[src/rtl/counter_seq_pkg.sv]
// Shared types and constants for the counter sequencer: FSM state encoding
// and the one-shot/periodic mode values.
package counter_seq_pkg;

    typedef enum logic [1:0] {
        IDLE  = 2'd0,
        RUN   = 2'd1,
        PAUSE = 2'd2,
        DONE  = 2'd3
    } state_t;

    localparam logic MODE_ONESHOT  = 1'b0;
    localparam logic MODE_PERIODIC = 1'b1;

endpackage

[src/rtl/counter_sequencer_if.sv]
// Command/status bundle between the control logic (master) and the
// counter sequencer (slave).
interface counter_sequencer_if #(
    parameter int W = 4
);
    import counter_seq_pkg::*;

    logic         start;
    logic         stop;
    logic         pause;
    logic         mode;
    logic [W-1:0] period;
    logic [W-1:0] count;
    logic         busy;
    logic         tick;
    logic         done;
    state_t       state;

    modport master (
        output start, stop, pause, mode, period,
        input  count, busy, tick, done, state
    );

    modport slave (
        input  start, stop, pause, mode, period,
        output count, busy, tick, done, state
    );

endinterface

[src/rtl/counter_core.sv]
// W-bit binary up-counter with asynchronous reset; a synchronous clear
// takes priority over the increment enable.
module counter_core #(
    parameter int W = 4
) (
    input  logic         clock,
    input  logic         clear_n,
    input  logic         sync_clr,
    input  logic         en,
    output logic [W-1:0] q
);

    localparam logic [W-1:0] ONE = W'(1);

    always_ff @(posedge clock or negedge clear_n) begin
        if (!clear_n) begin
            q <= '0;
        end else if (sync_clr) begin
            q <= '0;
        end else if (en) begin
            q <= q + ONE;
        end
    end

endmodule

[src/rtl/counter_sequencer.sv]
// Programmable interval sequencer: an FSM that runs counter_core in one-shot
// or periodic mode, pulsing tick on each terminal count.
module counter_sequencer
    import counter_seq_pkg::*;
#(
    parameter int W = 4
) (
    input logic                 clock,
    input logic                 clear_n,
    counter_sequencer_if.slave  bus
);

    state_t       state_q;
    state_t       state_d;
    logic [W-1:0] period_q;
    logic [W-1:0] period_d;
    logic         mode_q;
    logic         mode_d;
    logic         tick_q;
    logic         tick_d;
    logic         sync_clr;
    logic         en;
    logic         terminal;
    logic [W-1:0] count;

    counter_core #(.W(W)) u_core (
        .clock    (clock),
        .clear_n  (clear_n),
        .sync_clr (sync_clr),
        .en       (en),
        .q        (count)
    );

    assign terminal = (count == period_q);

    always_ff @(posedge clock or negedge clear_n) begin
        if (!clear_n) begin
            state_q  <= IDLE;
            period_q <= '0;
            mode_q   <= MODE_ONESHOT;
            tick_q   <= 1'b0;
        end else begin
            state_q  <= state_d;
            period_q <= period_d;
            mode_q   <= mode_d;
            tick_q   <= tick_d;
        end
    end

    // Within RUN the command priority is stop > pause > terminal > increment.
    always_comb begin
        state_d  = state_q;
        period_d = period_q;
        mode_d   = mode_q;
        tick_d   = 1'b0;
        sync_clr = 1'b0;
        en       = 1'b0;
        case (state_q)
            IDLE: begin
                sync_clr = 1'b1;
                if (bus.start && !bus.stop) begin
                    state_d  = RUN;
                    period_d = bus.period;
                    mode_d   = bus.mode;
                end
            end
            RUN: begin
                if (bus.stop) begin
                    state_d  = IDLE;
                    sync_clr = 1'b1;
                end else if (bus.pause) begin
                    state_d = PAUSE;
                end else if (terminal) begin
                    sync_clr = 1'b1;
                    tick_d   = 1'b1;
                    if (mode_q == MODE_ONESHOT) begin
                        state_d = DONE;
                    end
                end else begin
                    en = 1'b1;
                end
            end
            PAUSE: begin
                if (bus.stop) begin
                    state_d  = IDLE;
                    sync_clr = 1'b1;
                end else if (!bus.pause) begin
                    state_d = RUN;
                end
            end
            DONE: begin
                sync_clr = 1'b1;
                if (bus.start) begin
                    state_d  = RUN;
                    period_d = bus.period;
                    mode_d   = bus.mode;
                end else begin
                    state_d = IDLE;
                end
            end
            default: begin
                state_d  = IDLE;
                sync_clr = 1'b1;
            end
        endcase
    end

    assign bus.count = count;
    assign bus.state = state_q;
    assign bus.busy  = (state_q == RUN) || (state_q == PAUSE);
    assign bus.tick  = tick_q;
    assign bus.done  = (state_q == DONE);

endmodule

[src/flat_wrapper.sv]
// flat-port wrapper written by rule: the top's interface ports become plain ports
module counter_sequencer_flat import counter_seq_pkg::*;
#(
    parameter int W = 4
)
  (clock, clear_n, bus_start, bus_stop, bus_pause, bus_mode, bus_period, bus_count, bus_busy, bus_tick, bus_done, bus_state);
  counter_sequencer_if #(.W(W)) bus_i ();
  input logic clock;
  input logic clear_n;
  input wire logic [$bits(bus_i.start)-1:0] bus_start;
  input wire logic [$bits(bus_i.stop)-1:0] bus_stop;
  input wire logic [$bits(bus_i.pause)-1:0] bus_pause;
  input wire logic [$bits(bus_i.mode)-1:0] bus_mode;
  input wire logic [$bits(bus_i.period)-1:0] bus_period;
  output wire logic [$bits(bus_i.count)-1:0] bus_count;
  output wire logic [$bits(bus_i.busy)-1:0] bus_busy;
  output wire logic [$bits(bus_i.tick)-1:0] bus_tick;
  output wire logic [$bits(bus_i.done)-1:0] bus_done;
  output wire logic [$bits(bus_i.state)-1:0] bus_state;
  assign bus_i.start = bus_start;
  assign bus_i.stop = bus_stop;
  assign bus_i.pause = bus_pause;
  assign bus_i.mode = bus_mode;
  assign bus_i.period = bus_period;
  assign bus_count = bus_i.count;
  assign bus_busy = bus_i.busy;
  assign bus_tick = bus_i.tick;
  assign bus_done = bus_i.done;
  assign bus_state = bus_i.state;
  counter_sequencer #(.W(W)) u_core (.clock(clock), .clear_n(clear_n), .bus(bus_i));
endmodule
[config.mk]
export PLATFORM = sky130hd
export DESIGN_NAME = counter_sequencer_flat
export DESIGN_NICKNAME = d
export VERILOG_FILES = /design/src/rtl/counter_seq_pkg.sv /design/src/rtl/counter_sequencer_if.sv /design/src/rtl/counter_core.sv /design/src/rtl/counter_sequencer.sv /design/src/flat_wrapper.sv
export SDC_FILE = /design/constraint.sdc
export NUM_CORES = 1
export LEC_CHECK = 0
export CELL_PAD_IN_SITES_DETAIL_PLACEMENT = 1
export CELL_PAD_IN_SITES_GLOBAL_PLACEMENT = 1
export CORE_MARGIN = 4
export CORE_UTILIZATION = 38
export DETAILED_ROUTE_END_ITERATION = 10
export PLACE_DENSITY = 0.83
export SLEW_MARGIN = 20
export SYNTH_ARGS = -nofsm -noshare
export SYNTH_HDL_FRONTEND = slang
export SYNTH_SLANG_ARGS = --single-unit
[constraint.sdc]
create_clock -name clock -period 3.6 [get_ports clock]
set_input_delay 0.72 -clock clock [delete_from_list [all_inputs] [get_ports clock]]
set_output_delay 0.72 -clock clock [all_outputs]
set_load 0.03 [all_outputs]
==> summary.txt <==
Outcome
  – Status: finished clean

Power and ir drop
  – PwrDens: 743 nW/um^2
  – Maximum VDD drop: 0.000458 V
  – Internal power: 0.000417 W
  – Lkg Pwr: 0.401 nW
  – Clock Power Share: 14.8%
  – NetSw: 0.000289 W
  – Logic gate share of total power: 53.6%
  – Seq pwr share: 31.6%
  – Sw Ratio: 41.0%

STA
  – Slew HR: 65.5%
  – Clock Skews: 0.00617 ns
  – Final Cycle Share: 70.2%
  – Min cycle time layout: 2.53 ns
  – Hold_ws: 0.482 ns
  – Final setup viols: 0
  – Fmax: 396 MHz
  – Fin worst setup slack: 1.07 ns
  – Setup TNS: 0 ns
  – Slew Viols, Final: 0
  – Unrepaired setup endpoints after global routing: no
  – Worst slew pin tran: 0.516 ns
  – Hold Violations, Final: 0

GRT
  – Number of global-route vias before repair: 616
  – Initial antenna violation count: 0
  – Gr usage total: 14.3%
  – Final global-route overflow total: 0
  – Global-route wire length before repair: 2800 um
  – Largest net degree at the start of global routing: 13

Clock network
  – CTS root buf: clkbuf_4
  – Clk sink count: 12
  – Post-CTS Setup Bufs: 0
  – CTS H-Tree Depth: 1
  – CTS Buffer Depth: 2
  – Hold-fix buffers, CTS: 0
  – Later-pin clock latency in the skew report: 0.27 ns
  – CTS Buf Count: 3
  – Reg clk slew, reported paths: 0.07 ns
  – Cts repair resizes: 0
  – CTS tree: yes

Worst setup path
  – Maximum fanout along the worst path: 5
  – Critical Path Start Type: flop
  – R2r setup slk: 1.94 ns
  – Worst setup EP type: output pin
  – Crit path arrival time: 1.81 ns
  – Critical Path RT: 2.88 ns
  – Setup CP Type: flop to output pin

Routing
  – DRT iter0 DRCs: 10
  – Via density: 5.19
  – Final wirelength: 1570 um
  – # DRC: 0
  – Post-DR wirelength/cell: 13.9 um
  – Final ANT Viol Nets: 0
  – Via count: 587
  – Drt pass-1 iters: 4

Logic synthesis
  – Mapped Cells: 67
  – FF+latch count, synth: 12
  – Synth async-reset ratio: 100%
  – Synth Flop Type: dfrtp_1
  – Synth Cell Area: 707 sq um
  – YS warnings: 0
  – Fraction of the yosys area taken by sequential cells: 42.5%
  – Synth Net Count: 82
  – Post-synth EDFFs: 0
  – Syn Area/Cell: 10.6 sq um
  – Synth cell types: 29

Placed design
  – Dpl ws: 1.35 ns
  – DP Wirelength: 1260 um
  – Final Wtd Congestion: 0.780
  – Port buffer count: 18

Floorplanning
  – Die Y: 51.1 um
  – Die area: 2610 sq um
  – Initial Utilization: 40.5%
  – Core ar.: 1750 sq um
  – Die X: 51.1 um
  – IO Pins: 19
  – FP Rows: 15

Cells and area
  – Antenna Cells: 0
  – Final nets: 104
  – FILL cells: 204
  – Syn-to-layout area delta: 34.5%
  – Share of cells above drive strength 1: 9.09%
  – Fin util: 54.5%

Run
  – Maxcap violations: 0

Worst hold path
  – HP Class: flop to flop
-- power groups by stage --
| stage | clock network (W) | registers, W | logic [W] |
|---|---|---|---|
| detailed placement | 0 | 0.000226 | 0.000381 |
| finish | 0.000105 | 0.000223 | 0.000379 |
| global route | 0.000117 | 0.000232 | 0.000413 |
| floorplan | 0 | 0.000248 | 0.000239 |
| global placement | 0 | 0.000223 | 0.000372 |
| CTS | 0.000109 | 0.000224 | 0.000384 |
-- cell families after synthesis --
group                      share of synthesized area (%)
AOI/OAI and AO/OA                                   16.6
xor gates and xnor gates                            6.02
adders and majority gates                           8.85
buffers and inverters                               3.19
DFF                                                 42.5
muxes                                               9.38
and+or+nand+nor                                     13.5
-- cells in the final DEF (no fill, tap or decap), drive strengths merged --
cell type | netlist | final
a21oi | 3 | 3
a32o | 2 | 2
and3 | 1 | 1
nor2b | 1 | 1
o22ai | 1 | 1
o21ai | 3 | 3
a32oi | 2 | 2
mux2 | 5 | 5
nor4 | 1 | 1
ha | 5 | 5
inv | 5 | 5
nand2b | 2 | 2
a221o | 1 | 1
xnor2 | 4 | 4
nand3 | 1 | 1
mux2i | 1 | 1
nor2 | 3 | 3
clkbuf | 1 | 4
or2 | 1 | 1
o21bai | 1 | 1
nor3 | 2 | 2
nand2 | 5 | 5
nand4 | 1 | 1
dfrtp | 12 | 12
a22oi | 1 | 1
a31oi | 1 | 1
clkdlybuf4s50 | 0 | 18
a21boi | 1 | 1
-- flip-flops by register name (all words and copies together), names as in the netlist --
name,count
u_core.bus.state,2
u_core.bus.tick,1
u_core.mode_q,1
u_core.period_q,4
u_core.u_core.q,4
-- per-layer routing --
layer | vias up | routed length (um) | track usage [%]
met5 | - | 0 | 0
met4 | 0 | 13 | 2.69
met3 | 2 | 77 | 5.54
met2 | 13 | 814 | 25.1
met1 | 288 | 669 | 16.5
li1 | 284 | - | -
-- per-stage QoR --
step	area (sq um)	cells	power, W
6_report	951	113	0.000707
5_1_grt	951	113	0.000762
4_1_cts	951	113	0.000716
3_5_place_dp	915	109	0.000607
3_3_place_gp	915	109	0.000595
2_1_floorplan	707	67	0.000487
-- critical path, stage by stage (launching register included) --
cell,delay (ns)
dfrtp_1,0.42
inv_1,0.10
ha_1,0.33
clkdlybuf4s50_1,0.69
-- area by class of cell --
type                            count  area (sq um)  share of cell area, %
Multi-Input combinational cell     49           384                   40.4
Sequential cell                    12           300                   31.6
Timing Repair Buffer               18           180                   18.9
Clock buffer                        4          36.3                   3.82
Tap cell                           25          31.3                   3.29
Inverter                            5          18.8                   1.97
-- Yosys cell counts (2+ instances only) --
master,instances,area (sq um)
ha_1,5,62.6
mux2_1,5,56.3
nand2b_1,2,12.5
a21oi_1,3,15.0
a32oi_1,2,17.5
o21ai_1,3,15.0
nand2_1,5,18.8
dfrtp_1,12,300
xnor2_1,3,26.3
nor3_1,2,10.0
inv_1,5,18.8
nor2_1,3,11.3
-- final timing paths --
path                                                   end                       startpoint  cells past startpoint
setup / recovery                                  bus_busy  u_core.bus.state[0]$_DFFE_PN0P_                      3
hold / removal                   u_core.mode_q$_DFFE_PN0P_        u_core.mode_q$_DFFE_PN0P_                      1
setup reg to reg            u_core.period_q[2]$_DFFE_PN0P_  u_core.bus.state[0]$_DFFE_PN0P_                      5
hold reg to reg                  u_core.mode_q$_DFFE_PN0P_        u_core.mode_q$_DFFE_PN0P_                      1
max in group asynchronous  u_core.bus.state[1]$_DFFE_PN0P_                          clear_n                      1
min in group asynchronous   u_core.u_core.q[3]$_DFFE_PN0P_                          clear_n                      1
No activity file was read; power rests on OpenSTA's default activity.
